$ cat src/rtl/reg_block_transfer_seq_pkg.sv
// Shared types and constants for the LDM/STM block-transfer sequencer.
package reg_block_transfer_seq_pkg;

  localparam int DEF_ADDR_W   = 4;
  localparam int DEF_DATA_W   = 32;
  localparam int DEF_NUM_REGS = 15;
  localparam int WORD_BYTES   = 4;

  typedef enum logic [2:0] {
    ST_IDLE,
    ST_ISSUE,
    ST_WAIT_RSP,
    ST_WB,
    ST_BASE_WB,
    ST_FIN
  } state_e;

endpackage

$ cat src/rtl/reg_block_transfer_seq_scan.sv
// Lowest-set-bit finder for the register list plus an any-set flag.
module reg_list_scan #(
  parameter int ADDR_W   = 4,
  parameter int NUM_REGS = 15
) (
  input  logic [NUM_REGS-1:0] list_i,
  output logic [ADDR_W-1:0]   idx_o,
  output logic                any_o
);

  // NOTE: every always_comb output gets a default first so no path leaves it unassigned (no latch).
  always_comb begin
    idx_o = '0;
    for (int i = NUM_REGS - 1; i >= 0; i--) begin
      if (list_i[i]) idx_o = ADDR_W'(i);
    end
  end

  assign any_o = |list_i;

endmodule

$ cat src/rtl/reg_block_transfer_seq.sv
// LDM/STM sequencer: walks the register list, issues one memory request at a
// time and drives register-file writes for loads and the optional base writeback.
module reg_block_transfer_seq
  import reg_block_transfer_seq_pkg::*;
#(
  parameter int ADDR_W   = DEF_ADDR_W,
  parameter int DATA_W   = DEF_DATA_W,
  parameter int NUM_REGS = DEF_NUM_REGS
) (
  input  logic                clk,
  input  logic                rst,
  input  logic                start,
  input  logic                is_load,
  input  logic [NUM_REGS-1:0] reg_list,
  input  logic [DATA_W-1:0]   base_addr,
  input  logic [ADDR_W-1:0]   base_reg,
  input  logic                up,
  input  logic                pre,
  input  logic                wback,
  output logic                busy,
  output logic                done,
  output logic [ADDR_W-1:0]   rd_src,
  input  logic [DATA_W-1:0]   rd_data,
  output logic                wb_en,
  output logic [ADDR_W-1:0]   wb_dest,
  output logic [DATA_W-1:0]   wb_value,
  output logic                mem_req_valid,
  input  logic                mem_req_ready,
  output logic                mem_req_write,
  output logic [DATA_W-1:0]   mem_req_addr,
  output logic [DATA_W-1:0]   mem_req_wdata,
  input  logic                mem_rsp_valid,
  input  logic [DATA_W-1:0]   mem_rsp_data
);

  localparam logic [DATA_W-1:0] WORD_STEP = DATA_W'(WORD_BYTES);

  state_e              state_q;
  logic [NUM_REGS-1:0] list_q;
  logic [DATA_W-1:0]   addr_q;
  logic [DATA_W-1:0]   final_base_q;
  logic [ADDR_W-1:0]   base_reg_q;
  logic                is_load_q;
  logic                wback_q;
  logic                base_in_list_q;
  logic                busy_q;
  logic                done_q;
  logic                wb_en_q;
  logic [ADDR_W-1:0]   wb_dest_q;
  logic [DATA_W-1:0]   wb_value_q;
  logic                req_valid_q;
  logic                req_write_q;

  // In IDLE the scanner looks at the incoming list (empty-start check);
  // otherwise it tracks the latched list and yields the current register.
  logic [NUM_REGS-1:0] scan_list;
  logic [ADDR_W-1:0]   cur_idx;
  logic                scan_any;

  assign scan_list = (state_q == ST_IDLE) ? reg_list : list_q;

  reg_list_scan #(
    .ADDR_W  (ADDR_W),
    .NUM_REGS(NUM_REGS)
  ) u_scan (
    .list_i(scan_list),
    .idx_o (cur_idx),
    .any_o (scan_any)
  );

  logic [DATA_W-1:0]   n_regs;
  logic [DATA_W-1:0]   span;
  logic [DATA_W-1:0]   start_addr;
  logic [DATA_W-1:0]   final_base;
  logic                base_hit;

  always_comb begin
    n_regs   = '0;
    base_hit = 1'b0;
    for (int i = 0; i < NUM_REGS; i++) begin
      n_regs = n_regs + DATA_W'(reg_list[i]);
      if (reg_list[i] && base_reg == ADDR_W'(i)) base_hit = 1'b1;
    end
    span = n_regs * WORD_STEP;
    case ({up, pre})
      2'b10:   start_addr = base_addr;
      2'b11:   start_addr = base_addr + WORD_STEP;
      2'b00:   start_addr = base_addr - span + WORD_STEP;
      default: start_addr = base_addr - span;
    endcase
    final_base = up ? base_addr + span : base_addr - span;
  end

  // One register finished: drop its list bit and pick what follows.
  logic [NUM_REGS-1:0] rest_list;
  logic                advance;
  logic                do_base_wb;

  assign rest_list  = list_q & (list_q - NUM_REGS'(1));
  assign advance    = (state_q == ST_WB) ||
                      (state_q == ST_ISSUE && mem_req_ready && !is_load_q);
  assign do_base_wb = wback_q && !(is_load_q && base_in_list_q);

  // NOTE: sequential state is written with non-blocking assignments only, so every
  // right-hand side sees pre-edge values and later assignments cleanly override defaults.
  always_ff @(posedge clk or negedge rst) begin
    if (!rst) begin
      state_q        <= ST_IDLE;
      list_q         <= '0;
      addr_q         <= '0;
      final_base_q   <= '0;
      base_reg_q     <= '0;
      is_load_q      <= 1'b0;
      wback_q        <= 1'b0;
      base_in_list_q <= 1'b0;
      busy_q         <= 1'b0;
      done_q         <= 1'b0;
      wb_en_q        <= 1'b0;
      wb_dest_q      <= '0;
      wb_value_q     <= '0;
      req_valid_q    <= 1'b0;
      req_write_q    <= 1'b0;
    end else begin
      done_q  <= 1'b0;
      wb_en_q <= 1'b0;
      case (state_q)
        ST_IDLE: begin
          if (start) begin
            list_q         <= reg_list;
            addr_q         <= start_addr;
            final_base_q   <= final_base;
            base_reg_q     <= base_reg;
            is_load_q      <= is_load;
            wback_q        <= wback;
            base_in_list_q <= base_hit;
            busy_q         <= 1'b1;
            req_write_q    <= !is_load;
            if (scan_any) begin
              state_q     <= ST_ISSUE;
              req_valid_q <= 1'b1;
            end else begin
              state_q <= ST_FIN;
            end
          end
        end
        ST_ISSUE: begin
          if (mem_req_ready) begin
            req_valid_q <= 1'b0;
            if (is_load_q) state_q <= ST_WAIT_RSP;
          end
        end
        ST_WAIT_RSP: begin
          if (mem_rsp_valid) begin
            wb_en_q    <= 1'b1;
            wb_dest_q  <= cur_idx;
            wb_value_q <= mem_rsp_data;
            state_q    <= ST_WB;
          end
        end
        ST_BASE_WB: state_q <= ST_FIN;
        ST_FIN: begin
          done_q  <= 1'b1;
          busy_q  <= 1'b0;
          state_q <= ST_IDLE;
        end
        default: state_q <= ST_IDLE;
      endcase

      if (advance) begin
        list_q <= rest_list;
        addr_q <= addr_q + WORD_STEP;
        if (|rest_list) begin
          state_q     <= ST_ISSUE;
          req_valid_q <= 1'b1;
        end else if (do_base_wb) begin
          state_q    <= ST_BASE_WB;
          wb_en_q    <= 1'b1;
          wb_dest_q  <= base_reg_q;
          wb_value_q <= final_base_q;
        end else begin
          state_q <= ST_FIN;
        end
      end
    end
  end

  assign busy          = busy_q;
  assign done          = done_q;
  assign rd_src        = (state_q == ST_IDLE) ? '0 : cur_idx;
  assign wb_en         = wb_en_q;
  assign wb_dest       = wb_dest_q;
  assign wb_value      = wb_value_q;
  assign mem_req_valid = req_valid_q;
  assign mem_req_write = req_write_q;
  assign mem_req_addr  = addr_q;
  assign mem_req_wdata = (req_valid_q && req_write_q) ? rd_data : '0;

endmodule
$ cat config.mk
export PLATFORM = sky130hd
export DESIGN_NAME = reg_block_transfer_seq
export DESIGN_NICKNAME = d
export VERILOG_FILES = /design/src/rtl/reg_block_transfer_seq_pkg.sv /design/src/rtl/reg_block_transfer_seq_scan.sv /design/src/rtl/reg_block_transfer_seq.sv
export SDC_FILE = /design/constraint.sdc
export NUM_CORES = 1
export LEC_CHECK = 0
export BUFFER_PORTS_ARGS = -buffer_cell sky130_fd_sc_hd__buf_2
export CORE_UTILIZATION = 33
export CTS_CLUSTER_DIAMETER = 40
export DETAILED_ROUTE_END_ITERATION = 10
export PLACE_DENSITY = 0.57
export SLEW_MARGIN = 0
export SYNTH_ARGS = -nofsm -noshare
export SYNTH_HDL_FRONTEND = slang
export SYNTH_HIERARCHICAL = 1
export SYNTH_SLANG_ARGS = --single-unit
$ cat constraint.sdc
create_clock -name clk -period 3.4 [get_ports clk]
set_input_delay 0.51 -clock clk [delete_from_list [all_inputs] [get_ports clk]]
set_output_delay 0.51 -clock clk [all_outputs]
set_load 0.03 [all_outputs]
# Yosys cells after proc, flatten, opt, wreduce, memory -nomap -nowiden
# Cells that the tools add are included.
totals:
  wordCells: 172
  ff_bits: 130
op_classes:
  mux: 74
  n_eq_ne: 26
  addsub: 20
  n_reduce_logical: 36
  bitwise_logic: 1
op_table:
  columns: ["op", "count"]
  rows:
  - ["two-way mux 32 bit", 10]
  - ["adder 32 x 3 -> 32 bit (second input constant)", 3]
  - ["one-hot mux 32 bit (3 select lines)", 1]
  - ["two-way mux 4 bit", 21]
  - ["two-way mux 15 bit", 4]
  - ["adder 32 x 17 -> 32 bit", 1]
  - ["subtractor 32 x 17 -> 32 bit", 1]
  - ["OR reduction 15 bit", 2]
  - ["equality test 4 bit (second input constant)", 7]
  - ["two-way mux 1 bit", 28]
  - ["two-way mux 3 bit", 7]
  - ["logical AND 1 bit", 20]
  - ["equality test 4 x 3 -> 1 bit (second input constant)", 4]
  - ["adder 14 x 1 -> 15 bit", 1]
  - ["bitwise AND 15 bit", 1]
  - ["subtractor 15 x 1 -> 15 bit (second input constant)", 1]
  - ["adder 13 x 1 -> 14 bit", 1]
  - ["adder 12 x 1 -> 13 bit", 1]
  - ["adder 11 x 1 -> 12 bit", 1]
  - ["inequality test 3 bit (second input constant)", 4]
  - ["one-hot mux 3 bit (4 select lines)", 1]
  - ["adder 10 x 1 -> 11 bit", 1]
  - ["adder 9 x 1 -> 10 bit", 1]
  - ["adder 8 x 1 -> 9 bit", 1]
  - ["23 further kinds", 34]

# Longest topological paths before layout
# Gate-level depths: netlist of the first run.
depth:
  depth_word: 22
  mapped_depth: 26

# Hierarchy
# Netlist of the first run, hierarchy kept.
modules_own_cells:
  columns: ["module", "seq_area_each_um2", "area_per_inst_um2", "n_inst", "cells_per_inst"]
  rows:
  - ["reg_block_transfer_seq", 3253.1, 10495.1, 1, 1327]
  - ["reg_list_scan", 0.0, 158.9, 1, 27]

# Least setup slack after synthesis of the first run
# No wires, ideal clock.
synth_timing:
  kind: "input -> register"
  start: "input port reg_list[0]"
  end: "register addr_q[25] (netlist: mem_req_addr[25])"
  t_arrival_ps: 6221
  setup_ps: 140
  setup_slack_ps: -2961
  required_time_ps: 3260
  cell_stages: 19
  cell_sequence: "inv_1 > fa_1 > fa_1 > fa_1 > fa_1 > fa_1 > fa_1 > inv_1 > ha_1 > or4_4 > a31oi_4 > buf_6 > o21ai_1 > a211o_1 > or4_1 > nor4b_1 > a311oi_1 > o21ai_0 > a22oi_1"
synth_via:
  elab_chain_cells: 20
synth_lines:
  columns: ["element", "line_no", "rtl"]
  rows:
  - ["start: declaration", "reg_block_transfer_seq.sv:14", "input logic [NUM_REGS-1:0] reg_list,"]
  - ["adder 1 x 1 -> 2 bit (*)", "reg_block_transfer_seq.sv:81", "n_regs = n_regs + DATA_W'(reg_list[i]);"]
  - ["adder 2 x 1 -> 3 bit (*)", "reg_block_transfer_seq.sv:81", null]
  - ["adder 3 x 1 -> 4 bit (*)", "reg_block_transfer_seq.sv:81", null]
  - ["adder 4 x 1 -> 5 bit (*)", "reg_block_transfer_seq.sv:81", null]
  - ["adder 5 x 1 -> 6 bit (*)", "reg_block_transfer_seq.sv:81", null]
  - ["adder 6 x 1 -> 7 bit (*)", "reg_block_transfer_seq.sv:81", null]
  - ["adder 7 x 1 -> 8 bit (*)", "reg_block_transfer_seq.sv:81", null]
  - ["adder 8 x 1 -> 9 bit (*)", "reg_block_transfer_seq.sv:81", null]
  - ["[... 4 more ...]", null, null]
  - ["adder 13 x 1 -> 14 bit (*)", "reg_block_transfer_seq.sv:81", null]
  - ["adder 14 x 1 -> 15 bit (*)", "reg_block_transfer_seq.sv:81", null]
  - ["subtractor 32 x 17 -> 32 bit (*)", "reg_block_transfer_seq.sv:88, reg_block_transfer_seq.sv:89", null]
  - ["adder 32 x 3 -> 32 bit", "reg_block_transfer_seq.sv:88", "2'b00: start_addr = base_addr - span + WORD_STEP;"]
  - ["one-hot mux 32 bit (3 select lines) (*)", "reg_block_transfer_seq.sv:85", "case ({up, pre})"]
  - ["two-way mux 32 bit (*)", "reg_block_transfer_seq.sv:128", "if (start) begin"]
  - ["two-way mux 32 bit (*)", "reg_block_transfer_seq.sv:126", "case (state_q)"]
  - ["two-way mux 32 bit (*)", "reg_block_transfer_seq.sv:169", "if (advance) begin"]
  - ["end signal: assignment", "reg_block_transfer_seq.sv:130", "addr_q <= start_addr;"]
  - ["end signal: assignment", "reg_block_transfer_seq.sv:171", "addr_q <= addr_q + WORD_STEP;"]
  - ["end: declaration", "reg_block_transfer_seq.sv:40", "logic [DATA_W-1:0] addr_q;"]
# Every way passes the cells marked *; elsewhere a longest branch is shown, timed or not. The select of a mux whose other input is x is not followed.
# A chain may end at the register's enable or synchronous reset.

# Worst setup path after layout of the first run
layout_timing:
  start: "input port reg_list[5]"
  end: "register addr_q[25] (netlist: mem_req_addr[25])"
layout_via:
  elab_chain_cells: 16
layout_lines:
  columns: ["element", "line_no"]
  rows:
  - ["adder 5 x 1 -> 6 bit (*)", "reg_block_transfer_seq.sv:81"]
  - ["adder 6 x 1 -> 7 bit (*)", "reg_block_transfer_seq.sv:81"]
  - ["adder 7 x 1 -> 8 bit (*)", "reg_block_transfer_seq.sv:81"]
  - ["adder 8 x 1 -> 9 bit (*)", "reg_block_transfer_seq.sv:81"]
  - ["adder 9 x 1 -> 10 bit (*)", "reg_block_transfer_seq.sv:81"]
  - ["adder 10 x 1 -> 11 bit (*)", "reg_block_transfer_seq.sv:81"]
  - ["adder 11 x 1 -> 12 bit (*)", "reg_block_transfer_seq.sv:81"]
  - ["adder 12 x 1 -> 13 bit (*)", "reg_block_transfer_seq.sv:81"]
  - ["adder 13 x 1 -> 14 bit (*)", "reg_block_transfer_seq.sv:81"]
  - ["adder 14 x 1 -> 15 bit (*)", "reg_block_transfer_seq.sv:81"]
  - ["subtractor 32 x 17 -> 32 bit (*)", "reg_block_transfer_seq.sv:88, reg_block_transfer_seq.sv:89"]
  - ["adder 32 x 3 -> 32 bit", "reg_block_transfer_seq.sv:88"]
  - ["one-hot mux 32 bit (3 select lines) (*)", "reg_block_transfer_seq.sv:85"]
  - ["two-way mux 32 bit (*)", "reg_block_transfer_seq.sv:128"]
  - ["two-way mux 32 bit (*)", "reg_block_transfer_seq.sv:126"]
  - ["two-way mux 32 bit (*)", "reg_block_transfer_seq.sv:169"]
# Marked as above.

==> reports/qor.txt, run 1 <==
RUN STATUS
-------------------------------------------------------------------------------------------------
Result of the run                                                                    complete, but fails checks
Violations in the final reports                                                      negative setup slack

SYNTHESIS
-------------------------------------------------------------------------------------------------
Dominant synthesized flop cell                                                       sky130_fd_sc_hd__dfrtp_1
Post-Syn Area per Cell                                                                   7.87 µm²
Net count of the mapped netlist                                                              1506
Register bit count reported by yosys                                                          130
Post-synthesis async set-or-reset flop share                                                 1.00
Synth warn                                                                                      6
Number of distinct library cell variants in the gate-level netlist after synthesis             76
Number of enable flip-flop cells after synthesis                                                0
Post-synthesis instance area                                                            10700 µm²
Sequential-to-total area share from yosys stat                                              0.305
Number of cells produced by synthesis                                                        1354

CLOCK TREE
-------------------------------------------------------------------------------------------------
CTS Buffer Depth                                                                                2
Clock buffer count from CTS                                                                    17
H-tree lvl count                                                                                4
TritonCTS clock tree                                                                         done
Clock input transition at the sequential cells of the worst setup and hold paths          0.06 ns
Clock root buffer                                                                    sky130_fd_sc_hd__clkbuf_16
Clock tree sinks                                                                              130
Clock insertion delay at the later pin of the skew report                                 0.44 ns

FINAL LAYOUT
-------------------------------------------------------------------------------------------------
Nets                                                                                         1882
Final core area utilization                                                                 0.493
Non-Filler Instances                                                                         2145
Number of diodes added for antenna fixing                                                       0
Cell area after layout                                                                  15600 µm²
Area Growth Syn to Fin                                                                      46.3%
Layout cell share with drive strength beyond 1                                              0.404

TIMING
-------------------------------------------------------------------------------------------------
Final Max Slew Viols                                                                            0
Setup repair after global routing missed its margin                                           yes
Slew at the pin closest to its max-slew limit                                             1.09 ns
Worst slew margin relative to its limit                                                     0.268
Clock period minus final worst setup slack                                                5.95 ns
Post-Route Hold Slack                                                                   0.0823 ns
Final setup margin                                                                       -2.55 ns
Final Hold Fails                                                                                0
Max Fclk                                                                                  168 MHz
Setup violators final                                                                          60
Final period util                                                                            1.75
Final clock skew                                                                       0.00972 ns

FLOORPLAN
-------------------------------------------------------------------------------------------------
Ports                                                                                         233
Starting density of the core                                                                0.337
Num rows                                                                                       65
Area of the die                                                                         33000 µm²
Die Height                                                                                 182 µm
Horizontal die dimension                                                                   182 µm
Core Area                                                                               31600 µm²

CRITICAL PATH
-------------------------------------------------------------------------------------------------
Highest net fanout along the worst path                                                         6
Maximum cell stage delay along the critical path                                          0.60 ns
Crit path cell chain                                                                 buf_8, fa_1, inv_1, fa_1, fa_1, fa_1, fa_2, fa_2, inv_4, ha_4, or4_4, a31oi_4, o21ai_2, a211o_4, or4_4, nor4b_4, a311oi_2, o21ai_1, a22oi_1
Endpoint class of the critical path                                                      register
Crit path arrival time                                                                    6.24 ns
Required time of the critical path                                                        3.69 ns
Dominant cell type by count on the critical path                                     sky130_fd_sc_hd__fa_1
Category of the most critical setup path                                                   in2reg
Kind of start point of the critical path                                             primary input
Cell class contributing the biggest share of worst-path delay                         adder cells
Worst Path Buf+Inv                                                                              3
Slowest stage cell, crit path                                                        sky130_fd_sc_hd__or4_4

PLACEMENT
-------------------------------------------------------------------------------------------------
Hpwl dp                                                                                  29000 µm
Area after detailed placement                                                           13700 µm²
Routability-driven placement congestion ratio                                               0.915
Number of buffers added on ports                                                              232
Cell Count Post-Placement                                                                    2067

DETAILED ROUTING
-------------------------------------------------------------------------------------------------
Wire length reported by the detailed router                                              39500 µm
Post-DR vias/cell                                                                            5.49
Average wire per standard cell                                                            18.4 µm
Total iterations of the first detailed-routing run                                              5
Total number of vias                                                                        11800
Count of nets left with antenna violations after detail routing                                 0
DRT iter0 DRCs                                                                                763
Post-detailed-route DRC marker count                                                            0

GLOBAL ROUTING
-------------------------------------------------------------------------------------------------
Residual overflow from global routing                                                           0
Initial antenna violation count                                                                 0
Pin count of the biggest net entering global routing                                           92
Overall global routing resource usage                                                       0.235
Number of global-route vias before repair                                                   11300
Global-route wire length before repair                                                   61600 µm

POWER AND IR DROP
-------------------------------------------------------------------------------------------------
Total power divided by cell area                                                       912 nW/µm²
Highest ir drop seen on vdd                                                              0.493 mV
Overall power of the completed layout                                                     14.2 mW
Leakage                                                                                   6.73 nW

JOB
-------------------------------------------------------------------------------------------------
Max-cap viol count                                                                              0

WORST HOLD PATH
-------------------------------------------------------------------------------------------------
Class of the most critical hold timing path                                              in2async

kinds of logic after synthesis:
group | after synthesis | share of synthesized area
flops | 130 | 0.305
simple gates | 528 | 0.251
xor+xnor | 83 | 0.0682
buf+inv | 158 | 0.0582
fa+ha+maj | 32 | 0.0451
mux | 61 | 0.0587
compound gates | 362 | 0.213
report_power, final:
group,internal (mW),switching (mW),total [mW]
sequential,2.26,0.640,2.90
clock,0.963,0.830,1.79
combinational,4.24,5.29,9.53
total,7.46,6.76,14.2
area by class of cell:
class	instances	area, µm²
sequential	130	3250
tap	402	503
clock inverter	15	133
multi-input combinational	1066	7940
clock buffer	17	425
timing repair buffer	462	3130
fill	3095	16100
inverter	53	201
metrics by stage:
stage               setup WS, ns  setup TNS, ns
global placement           -3.04        -148.06
CTS                        -2.54        -119.58
finish                     -2.55        -118.92
floorplan                  -2.71        -115.95
global route               -2.72        -127.98
detailed placement         -3.13        -151.25
Yosys cell counts (7+ instances only):
cell type,count,share of area
sky130_fd_sc_hd__nand2_1,159,0.056
sky130_fd_sc_hd__dfrtp_1,130,0.31
sky130_fd_sc_hd__o21ai_0,130,0.061
sky130_fd_sc_hd__nor2_1,94,0.033
sky130_fd_sc_hd__clkbuf_1,89,0.031
sky130_fd_sc_hd__a21oi_1,78,0.037
sky130_fd_sc_hd__inv_1,52,0.018
sky130_fd_sc_hd__and3_1,50,0.029
sky130_fd_sc_hd__mux2i_1,49,0.046
sky130_fd_sc_hd__xnor2_1,48,0.039
sky130_fd_sc_hd__nand3_1,46,0.022
sky130_fd_sc_hd__nor3_1,46,0.022
sky130_fd_sc_hd__xor2_1,35,0.029
sky130_fd_sc_hd__nand4_1,21,0.012
sky130_fd_sc_hd__a211oi_1,19,0.013
sky130_fd_sc_hd__and2_1,17,0.010
sky130_fd_sc_hd__ha_1,16,0.019
sky130_fd_sc_hd__nor4_1,15,0.0088
sky130_fd_sc_hd__o22ai_1,14,0.0082
sky130_fd_sc_hd__a31oi_1,13,0.0076
sky130_fd_sc_hd__nor2b_1,13,0.0076
sky130_fd_sc_hd__o211ai_1,13,0.0092
sky130_fd_sc_hd__or3_1,13,0.0076
sky130_fd_sc_hd__fa_1,12,0.023
sky130_fd_sc_hd__mux2_2,12,0.013
sky130_fd_sc_hd__nand2b_1,11,0.0065
sky130_fd_sc_hd__buf_2,10,0.0047
sky130_fd_sc_hd__or4_1,10,0.0070
sky130_fd_sc_hd__a21o_1,9,0.0063
sky130_fd_sc_hd__a311oi_1,9,0.0074
sky130_fd_sc_hd__or2_2,8,0.0047
sky130_fd_sc_hd__a221oi_1,7,0.0058
sky130_fd_sc_hd__o2111ai_1,7,0.0058
cell usage in the layout, fill, tap and decap left out, drive strengths merged, types with 13 or more instances in the layout:
cell type  Yosys  layout
ha            16      16
and3          50      50
inv           52      63
mux2i         49      49
buf           16     460
xor2          35      35
nand2        159     159
clkbuf        89      19
a21oi         78      78
a211oi        19      19
o21ai        131     131
dfrtp        130     130
nand4         22      22
or3           13      13
nor2b         13      13
nor2          94      94
nor3          47      47
a31oi         14      14
nor4          19      19
o22ai         14      14
nand3         47      47
o211ai        13      13
xnor2         48      48
and2          17      17
per-layer routing:
layer,part of all wire,track usage
met5,0,0
met1,0.45,0.314
met3,0.045,0.0323
met4,0.024,0.0786
met2,0.48,0.390
worst paths after layout:
path / from / end / slack (ns) / cells past startpoint
max: reg_list[5] / mem_req_addr[25] / -2.55 / 19
min: rst / wb_value[13] / 0.08 / 1
max reg2reg: list_q[4] / state_q[0] / 0.15 / 9
min reg2reg: base_reg_q[0] / wb_dest[0] / 0.47 / 2
max in group asynchronous: rst / wb_dest[0] / 2.49 / 2
min in group clk: base_addr[1] / mem_req_addr[1] / 0.28 / 3
state kept, by name, indices dropped and copies added, names as in the netlist, 3 cells and up:
register	cells
mem_req_addr	32
final_base_q	32
wb_value	32
state_q	3
wb_dest	4
list_q	15
base_reg_q	4
worst register-to-register path, delay by kind of cell (launching register included):
family / cells / cell delay, ns
flops: 1 / 0.43
fa+ha+maj: 1 / 0.36
simple gates: 3 / 1.24
buf+inv: 1 / 0.33
compound gates: 4 / 0.75
what timing repair did:
action                                 4_1_cts  5_1_grt
endpoints found under the hold margin        0        0
buffers inserted                            28       29
gates resized for setup                    113      131
pin swaps                                   49       69
gates cloned                                 0        2
setup endpoints to repair                   64       67
hold buffers                                 0        0
(Power assumes the default switching activity.)
==> run 2: changes to the inputs <==
--- a/config.mk
+++ b/config.mk
@@ -5,11 +5,12 @@
 export SDC_FILE = /design/constraint.sdc
 export NUM_CORES = 1
 export LEC_CHECK = 0
+export ABC_AREA = 1
 export BUFFER_PORTS_ARGS = -buffer_cell sky130_fd_sc_hd__buf_2
 export CORE_UTILIZATION = 33
 export CTS_CLUSTER_DIAMETER = 40
 export DETAILED_ROUTE_END_ITERATION = 10
-export PLACE_DENSITY = 0.57
+export PLACE_DENSITY = 0.56
 export SLEW_MARGIN = 0
 export SYNTH_ARGS = -nofsm -noshare
 export SYNTH_HDL_FRONTEND = slang
==> run 2 against run 1 <==
Effect of this change:
- the run still ends with negative setup slack left
- global-route usage is 2.5 points higher
- critical path depth rose by 5
- register-to-register slack better by 0.36 ns
- die area is 8.6% higher
- synthesized cell count increased by 42%
- highest routed layer is now met5
==> reports/qor.txt, run 2 <==
TIMING
-------------------------------------------------------------------------------------------------
Worst slew margin relative to its limit                                                     0.341   was 0.268
Final Max Slew Viols                                                                            0   unchanged
Final clock skew                                                                        0.0185 ns   was 0.00972 ns
Final setup margin                                                                       -2.14 ns   was -2.55 ns
Slew at the pin closest to its max-slew limit                                            0.987 ns   was 1.09 ns
Final period util                                                                            1.63   was 1.75
Clock period minus final worst setup slack                                                5.54 ns   was 5.95 ns
Final Hold Fails                                                                                0   unchanged
Setup repair after global routing missed its margin                                           yes   unchanged
Max Fclk                                                                                  180 MHz   was 168 MHz
Setup violators final                                                                          59   was 60
Post-Route Hold Slack                                                                   0.0256 ns   was 0.0823 ns

POWER AND IR DROP
-------------------------------------------------------------------------------------------------
Leakage                                                                                   8.64 nW   was 6.73 nW
Highest ir drop seen on vdd                                                              0.490 mV   was 0.493 mV
Total power divided by cell area                                                       814 nW/µm²   was 912 nW/µm²

DETAILED ROUTING
-------------------------------------------------------------------------------------------------
DR top layer                                                                                 met5   was met4
DRT met1 WL                                                                              19200 µm   was 17800 µm
Met2 routed WL                                                                           23100 µm   was 18900 µm
Count of nets left with antenna violations after detail routing                                 0   unchanged
Wire length reported by the detailed router                                              47300 µm   was 39500 µm
DRT iter0 DRCs                                                                               1025   was 763
Met3 layer wire length in the routed design                                               2900 µm   was 1790 µm
Total iterations of the first detailed-routing run                                              5   unchanged
Total number of vias                                                                        14100   was 11800
Average wire per standard cell                                                            16.9 µm   was 18.4 µm
Post-DR vias/cell                                                                            5.06   was 5.49
Post-detailed-route DRC marker count                                                            0   unchanged

GLOBAL ROUTING
-------------------------------------------------------------------------------------------------
Initial antenna violation count                                                                 2   was 0
Residual overflow from global routing                                                           0   unchanged
Global-route wire length before repair                                                   72500 µm   was 61600 µm
Pin count of the biggest net entering global routing                                           74   was 92
Number of global-route vias before repair                                                   13600   was 11300
Overall global routing resource usage                                                       0.260   was 0.235

SYNTHESIS
-------------------------------------------------------------------------------------------------
Top cell type by total area after synthesis                                          sky130_fd_sc_hd__dfrtp_1   unchanged
Main area contributors after synthesis                                               sky130_fd_sc_hd__dfrtp_1, sky130_fd_sc_hd__nand2_1, sky130_fd_sc_hd__inv_1, sky130_fd_sc_hd__nor2_1, sky130_fd_sc_hd__nand3_1   was sky130_fd_sc_hd__dfrtp_1, sky130_fd_sc_hd__o21ai_0, sky130_fd_sc_hd__nand2_1, sky130_fd_sc_hd__mux2i_1, sky130_fd_sc_hd__xnor2_1
Number of distinct library cell variants in the gate-level netlist after synthesis             50   was 76
Register bit count reported by yosys                                                          130   unchanged
Synth warn                                                                                      6   unchanged
Most frequent cell after synthesis                                                   sky130_fd_sc_hd__nand2_1   unchanged
Post-Syn Area per Cell                                                                   6.03 µm²   was 7.87 µm²
Number of cells produced by synthesis                                                        1920   was 1354
Number of enable flip-flop cells after synthesis                                                0   unchanged
Net count of the mapped netlist                                                              2072   was 1506
Sequential-to-total area share from yosys stat                                              0.281   was 0.305
Post-synthesis async set-or-reset flop share                                                 1.00   unchanged
Most frequent cells after synthesis                                                  sky130_fd_sc_hd__nand2_1, sky130_fd_sc_hd__inv_1, sky130_fd_sc_hd__nor2_1   was sky130_fd_sc_hd__nand2_1, sky130_fd_sc_hd__dfrtp_1, sky130_fd_sc_hd__o21ai_0
Post-synthesis instance area                                                            11600 µm²   was 10700 µm²
Dominant synthesized flop cell                                                       sky130_fd_sc_hd__dfrtp_1   unchanged
Post-synth top area share                                                                   0.281   was 0.305

FINAL LAYOUT
-------------------------------------------------------------------------------------------------
Area Growth Syn to Fin                                                                      44.4%   was 46.3%
Commonest cells after routing, fill and taps aside                                   sky130_fd_sc_hd__nand2_1, sky130_fd_sc_hd__buf_2, sky130_fd_sc_hd__inv_1, sky130_fd_sc_hd__buf_4, sky130_fd_sc_hd__nor2_1   was sky130_fd_sc_hd__buf_2, sky130_fd_sc_hd__buf_4, sky130_fd_sc_hd__nand2_1, sky130_fd_sc_hd__dfrtp_1, sky130_fd_sc_hd__o21ai_0
Nets                                                                                         2477   was 1882
Number of fillers in the final layout                                                        3580   was 3095
Layout cell share with drive strength beyond 1                                              0.334   was 0.404
Most frequent standard cell in the layout excluding fill and tap cells               sky130_fd_sc_hd__nand2_1   was sky130_fd_sc_hd__buf_2
Cell area after layout                                                                  16700 µm²   was 15600 µm²

PLACEMENT
-------------------------------------------------------------------------------------------------
Hpwl dp                                                                                  35300 µm   was 29000 µm
Routability-driven placement congestion ratio                                               0.936   was 0.915
Number of buffers added on ports                                                              232   unchanged
Pre-CTS setup slack                                                                      -2.86 ns   was -3.13 ns
Area after detailed placement                                                           14500 µm²   was 13700 µm²

CLOCK TREE
-------------------------------------------------------------------------------------------------
Clock input transition at the sequential cells of the worst setup and hold paths          0.06 ns   about the same
H-tree lvl count                                                                                4   unchanged
Clock root buffer                                                                    sky130_fd_sc_hd__clkbuf_16   unchanged
Post-CTS Hold Fix Bufs                                                                          0   unchanged
Clock buffer count from CTS                                                                    17   unchanged
Clock tree sinks                                                                              130   unchanged
CTS Buffer Depth                                                                                2   unchanged
Clock insertion delay at the later pin of the skew report                                 0.46 ns   was 0.44 ns
TritonCTS clock tree                                                                         done   unchanged

CRITICAL PATH
-------------------------------------------------------------------------------------------------
Endpoint class of the critical path                                                      register   unchanged
Maximum cell stage delay along the critical path                                          0.57 ns   was 0.60 ns
Slowest stage cell, crit path                                                        sky130_fd_sc_hd__fa_2   was sky130_fd_sc_hd__or4_4
Dominant cell type by count on the critical path                                     sky130_fd_sc_hd__fa_1   unchanged
Category of the most critical setup path                                                   in2reg   unchanged
Crit path arrival time                                                                    5.87 ns   was 6.24 ns
Required time of the critical path                                                        3.73 ns   was 3.69 ns
Worst Path Buf+Inv                                                                              7   was 3
Crit path cell chain                                                                 buf_6, fa_1, inv_2, fa_1, fa_1, fa_1, fa_2, fa_2, inv_2, fa_2, buf_6, xor2_2, a21boi_2, buf_4, nor2_4, nand3_4, nor2_4, buf_4, buf_4, nand2_1, o21ai_0, o21ai_1, nand3_1, a31oi_1   was buf_8, fa_1, inv_1, fa_1, fa_1, fa_1, fa_2, fa_2, inv_4, ha_4, or4_4, a31oi_4, o21ai_2, a211o_4, or4_4, nor4b_4, a311oi_2, o21ai_1, a22oi_1
Highest net fanout along the worst path                                                         3   was 6
Kind of start point of the critical path                                             primary input   unchanged
Cell class contributing the biggest share of worst-path delay                         adder cells   unchanged

FLOORPLAN
-------------------------------------------------------------------------------------------------
Starting density of the core                                                                0.335   was 0.337
Core Area                                                                               34500 µm²   was 31600 µm²
Die Height                                                                                 189 µm   was 182 µm
Horizontal die dimension                                                                   189 µm   was 182 µm
Ports                                                                                         233   unchanged
Area of the die                                                                         35900 µm²   was 33000 µm²
Num rows                                                                                       68   was 65

JOB
-------------------------------------------------------------------------------------------------
Max-cap viol count                                                                              0   unchanged

WORST HOLD PATH
-------------------------------------------------------------------------------------------------
Class of the most critical hold timing path                                              in2async   unchanged

RUN STATUS
-------------------------------------------------------------------------------------------------
Violations in the final reports                                                      negative setup slack   unchanged
Result of the run                                                                    complete, but fails checks   unchanged

[run 2: changes by cell type in the layout (fill, tap and decap cells not counted), sizes merged, moves of 17 or more]
| cell | delta |
|---|---|
| nand2 | +469 |
| inv | +184 |
| nor2 | +131 |
| nand3 | +99 |
| and3 | -50 |
| mux2i | -49 |
| xnor2 | -41 |
| a21oi | +35 |
| o21ai | +25 |
| nor3 | -23 |
| a211oi | -17 |
[run 2: what timing repair did]
action                     CTS  global route
gates resized for setup    177           161
setup endpoints to repair   60            62
pin swaps                   80            94
buffers inserted            46            33
[run 2: final timing paths]
check / from / to / slack, ns / cells after the start
worst min register to register: mem_req_addr[0] / mem_req_addr[0] / 0.47 / 2
worst min-delay path: rst / final_base_q[0] / 0.03 / 1
max in group asynchronous: rst / mem_req_addr[3] / 2.53 / 2
min in group clk: is_load / mem_req_write / 0.27 / 2
worst max-delay path: reg_list[5] / mem_req_addr[10] / -2.14 / 24
worst max register to register: list_q[0] / wb_value[18] / 0.51 / 15
[run 2: final cells by class]
type                    instances  area [µm²]  share of cell area
multi-input cells            1455        8210               0.491
flip-flops and latches        130        3250               0.194
repair buffers                476        3150               0.188
inverters                     245         932              0.0557
well taps                     455         569              0.0340
clock buffers                  18         439              0.0262
clock inverters                14         179              0.0107
diodes                          1        2.50            0.000150
[run 2: worst register-to-register path: cells and delay by family, from the launching register on]
family	cells	cell delay [ns]
AOI/OAI and AO/OA	2	0.29
buffers and inverters	2	0.36
DFF	1	0.42
and+or+nand+nor	11	1.68
[run 2: layer usage]
layer / GRT usage / vias to the layer above
met4: 0.117 / 2
li1: - / 6954
met5: 0 / -
met2: 0.457 / 487
met1: 0.316 / 6585
met3: 0.0347 / 110
[run 2: power breakdown]
part	internal (mW)	total [mW]	switching [mW]
combinational	3.28	8.80	5.52
sequential	2.27	2.80	0.528
clock	1.18	2.02	0.836
total	6.74	13.6	6.89
[run 2: logic make-up after synthesis]
| group | after synthesis | share of synthesized area |
|---|---|---|
| buf+inv | 335 | 0.113 |
| fa+ha+maj | 28 | 0.0380 |
| simple gates | 1060 | 0.381 |
| xor+xnor | 36 | 0.0272 |
| flops | 130 | 0.281 |
| compound gates | 331 | 0.159 |
[run 2: metrics by stage]
| step | total power [mW] | setup TNS [ns] | cells | utilization |
|---|---|---|---|---|
| after floorplan | 7.66 | -105.96 | 1920 | - |
| after global placement | 10.2 | -143.68 | 2703 | 0.421 |
| after detailed placement | 10.4 | -144.38 | 2703 | 0.421 |
| after CTS | 13.2 | -104.05 | 2774 | 0.464 |
| after global routing | 14.6 | -113.85 | 2793 | 0.484 |
| final | 13.6 | -103.80 | 2794 | 0.484 |
==> run 3: changes to the inputs <==
==> constraint.sdc (replaced) <==
create_clock -name clk -period 3.4 [get_ports clk]
set_input_delay 1.02 -clock clk [delete_from_list [all_inputs] [get_ports clk]]
set_output_delay 1.02 -clock clk [all_outputs]
set_load 0.03 [all_outputs]
==> run 3 against run 2 <==
Effect of this change:
- the run still ends with negative setup slack left
- non-clock buffer count up 73
- sequential cell count unchanged
- fmax fell by 9.5%
- sequential power about the same
- global-route usage increased by 0.68 points
- core utilization up 2.7 points
- register-to-register slack better by 0.12 ns
- final cell count rose by 2.6%
- sequential share of layout area fell by 1.0 points
- clock power down 6%
- design area increased by 5.6%
- critical endpoint is now mem_req_addr[11]
==> reports/qor.txt, run 3 (synthesis gave the netlist of run 2 again) <==
RUN STATUS
-----------------------------------------------------------------------------------------------
Result of the run                                                                  complete, but fails checks   unchanged
Violations in the final reports                                                    negative setup slack   unchanged

GLOBAL ROUTING
-----------------------------------------------------------------------------------------------
Global-route wire length before repair                                                 74300 µm   was 72500 µm
Initial antenna violation count                                                               4   was 2
Pin count of the biggest net entering global routing                                         77   was 74
Number of global-route vias before repair                                                 14100   was 13600
Overall global routing resource usage                                                     0.267   was 0.260
Residual overflow from global routing                                                         0   unchanged

PLACEMENT
-----------------------------------------------------------------------------------------------
Cell Count Post-Placement                                                                  2757   was 2703
Hpwl dp                                                                                36400 µm   was 35300 µm
Routability-driven placement congestion ratio                                             0.980   was 0.936
Number of buffers added on ports                                                            232   unchanged

FLOORPLAN
-----------------------------------------------------------------------------------------------
Ports                                                                                       233   unchanged
Horizontal die dimension                                                                 189 µm   unchanged
Core Area                                                                             34500 µm²   unchanged
Starting density of the core                                                              0.335   unchanged
Die Height                                                                               189 µm   unchanged
Num rows                                                                                     68   unchanged
Area of the die                                                                       35900 µm²   unchanged

CRITICAL PATH
-----------------------------------------------------------------------------------------------
Highest net fanout along the worst path                                                       5   was 3
Required time of the critical path                                                      3.77 ns   was 3.73 ns
R2R Path Start                                                                        list_q[0]   unchanged
Category of the most critical setup path                                                 in2reg   unchanged
Kind of start point of the critical path                                           primary input   unchanged
Maximum cell stage delay along the critical path                                        0.55 ns   was 0.57 ns
Start point of the critical path                                                    reg_list[9]   was reg_list[5]
Endpoint class of the critical path                                                    register   unchanged
Crit path arrival time                                                                  6.49 ns   was 5.87 ns
Slowest stage cell, crit path                                                      sky130_fd_sc_hd__fa_1   was sky130_fd_sc_hd__fa_2

FINAL LAYOUT
-----------------------------------------------------------------------------------------------
FF+latch area                                                                          3250 µm²   unchanged
Most frequent standard cell in the layout excluding fill and tap cells             sky130_fd_sc_hd__nand2_1   unchanged
Layout cell share with drive strength beyond 1                                            0.378   was 0.334
Non-Filler Instances                                                                       2868   was 2794
Final core area utilization                                                               0.511   was 0.484
Multi-input logic area                                                                 8460 µm²   was 8210 µm²
Commonest cells after routing, fill and taps aside                                 sky130_fd_sc_hd__nand2_1, sky130_fd_sc_hd__buf_4, sky130_fd_sc_hd__buf_2, sky130_fd_sc_hd__inv_1, sky130_fd_sc_hd__nor2_1   was sky130_fd_sc_hd__nand2_1, sky130_fd_sc_hd__buf_2, sky130_fd_sc_hd__inv_1, sky130_fd_sc_hd__buf_4, sky130_fd_sc_hd__nor2_1
Number of fillers in the final layout                                                      3558   was 3580
Nets                                                                                       2550   was 2477
Area Growth Syn to Fin                                                                    52.5%   was 44.4%

WORST HOLD PATH
-----------------------------------------------------------------------------------------------
Class of the most critical hold timing path                                             reg2reg   was in2async
Startpoint of the tightest hold check path                                         mem_req_addr[0]

CLOCK TREE
-----------------------------------------------------------------------------------------------
Clock buffer count from CTS                                                                  17   unchanged
TritonCTS clock tree                                                                       done   unchanged
CTS Buffer Depth                                                                              2   unchanged
H-tree lvl count                                                                              4   unchanged
Clock root buffer                                                                  sky130_fd_sc_hd__clkbuf_16   unchanged
Clock tree sinks                                                                            130   unchanged
Clock insertion delay at the later pin of the skew report                               0.45 ns   was 0.46 ns
Clock input transition at the sequential cells of the worst setup and hold paths        0.06 ns   about the same
Post-CTS Hold Fix Bufs                                                                        0   unchanged

DETAILED ROUTING
-----------------------------------------------------------------------------------------------
DRT iter0 DRCs                                                                              781   was 1025
Post-detailed-route DRC marker count                                                          0   unchanged
Average wire per standard cell                                                          17.0 µm   was 16.9 µm
Total number of vias                                                                      14500   was 14100
Post-DR vias/cell                                                                          5.07   was 5.06
Count of nets left with antenna violations after detail routing                               0   unchanged
Wire length reported by the detailed router                                            48700 µm   was 47300 µm
Total iterations of the first detailed-routing run                                            5   unchanged

POWER AND IR DROP
-----------------------------------------------------------------------------------------------
Share of power burned in the clock network                                                0.131   was 0.148
Fraction of power consumed by sequential logic                                            0.194   was 0.206
Int Pwr                                                                                 7.19 mW   was 6.74 mW
Net Sw Frac                                                                               0.501   was 0.505
Highest ir drop seen on vdd                                                            0.509 mV   was 0.490 mV
Total power divided by cell area                                                     816 nW/µm²   was 814 nW/µm²
Power dissipated by switching net loads                                                 7.22 mW   was 6.89 mW
Leakage                                                                                 8.97 nW   was 8.64 nW
Share of power burned in combinational logic                                              0.675   was 0.646

TIMING
-----------------------------------------------------------------------------------------------
Fin Setup TNS                                                                        -143.35 ns   was -103.80 ns
Max Fclk                                                                                163 MHz   was 180 MHz
Final Hold Fails                                                                              0   unchanged
Final period util                                                                          1.80   was 1.63
Clock period minus final worst setup slack                                              6.12 ns   was 5.54 ns
Setup violators final                                                                        64   was 59
Final Max Slew Viols                                                                          0   unchanged
Final setup margin                                                                     -2.72 ns   was -2.14 ns
Worst slew margin relative to its limit                                                   0.520   was 0.341
Slew at the pin closest to its max-slew limit                                          0.720 ns   was 0.987 ns
Setup repair after global routing missed its margin                                         yes   unchanged
Post-Route Hold Slack                                                                  0.473 ns   was 0.0256 ns
Final clock skew                                                                     0.00969 ns   was 0.0185 ns

JOB
-----------------------------------------------------------------------------------------------
Max-cap viol count                                                                            0   unchanged

-- run 3: cell types whose count changed in the layout (fill, tap and decap cells not counted), moves of 6 or more --
cell / delta
sky130_fd_sc_hd__inv_2: +9
sky130_fd_sc_hd__a21oi_1: -6
sky130_fd_sc_hd__nand2_1: -13
sky130_fd_sc_hd__nand3_1: -11
sky130_fd_sc_hd__buf_4: +59
sky130_fd_sc_hd__nand2_2: +17
sky130_fd_sc_hd__buf_6: +12
sky130_fd_sc_hd__nand3_4: +6
sky130_fd_sc_hd__o21ai_2: +6
sky130_fd_sc_hd__inv_1: -11
-- run 3: path summary, 6_finish.rpt --
kind                       slack (ns)  cells after the start          endpoint
min in group asynchronous        0.61                      1   final_base_q[0]
max in group asynchronous        2.03                      2  mem_req_addr[20]
max                             -2.72                     30  mem_req_addr[11]
min reg2reg                      0.47                      2   mem_req_addr[0]
min                              0.47                      2   mem_req_addr[0]
max reg2reg                      0.63                     18       wb_value[5]
-- run 3: metrics by stage --
stage	setup slack [ns]	instance area [µm²]	total power, mW
5_1_grt	-2.91	17700	15.4
6_report	-2.72	17700	14.4
3_5_place_dp	-3.37	15000	10.6
3_3_place_gp	-3.34	15000	10.5
4_1_cts	-2.59	16500	13.4
2_1_floorplan	-2.75	11800	7.67
-- run 3: area by class of cell --
| cell class | instances | area share |
|---|---|---|
| Inverter | 245 | 0.0531 |
| Clock inverter | 13 | 0.00843 |
| Antenna cell | 2 | 0.000283 |
| Multi-Input combinational cell | 1455 | 0.479 |
| Tap cell | 455 | 0.0322 |
| Clock buffer | 19 | 0.0251 |
| Sequential cell | 130 | 0.184 |
| Timing Repair Buffer | 549 | 0.217 |
-- run 3: power by group through the flow --
stage	Clock [mW]	Combinational, mW	Sequential (mW)
finish	1.89	9.73	2.80
global route	1.99	10.5	2.91
CTS	1.92	8.70	2.81
detailed placement	0	7.75	2.83
global placement	0	7.66	2.81
floorplan	0	4.18	3.49
-- run 3: worst max-delay path, delay by kind of cell --
family | cells | cell delay, ns
buf+inv | 9 | 0.92
xor+xnor | 1 | 0.19
compound gates | 2 | 0.31
fa+ha+maj | 7 | 3.12
simple gates | 11 | 0.90
-- run 3: what timing repair did --
item / in CTS / in global routing
endpoints found under the setup margin: 64 / 64
gates resized for setup: 196 / 226
pin swaps: 83 / 104
gates cloned: 1 / 0
setup buffers: 67 / 39
-- run 3: per-layer routing --
layer	vias to the layer above	share of wire	GRT usage
met5	-	0.00027	0
met4	2	0.040	0.119
met3	102	0.050	0.0382
met2	472	0.50	0.475
met1	6861	0.41	0.318
li1	7111	-	-
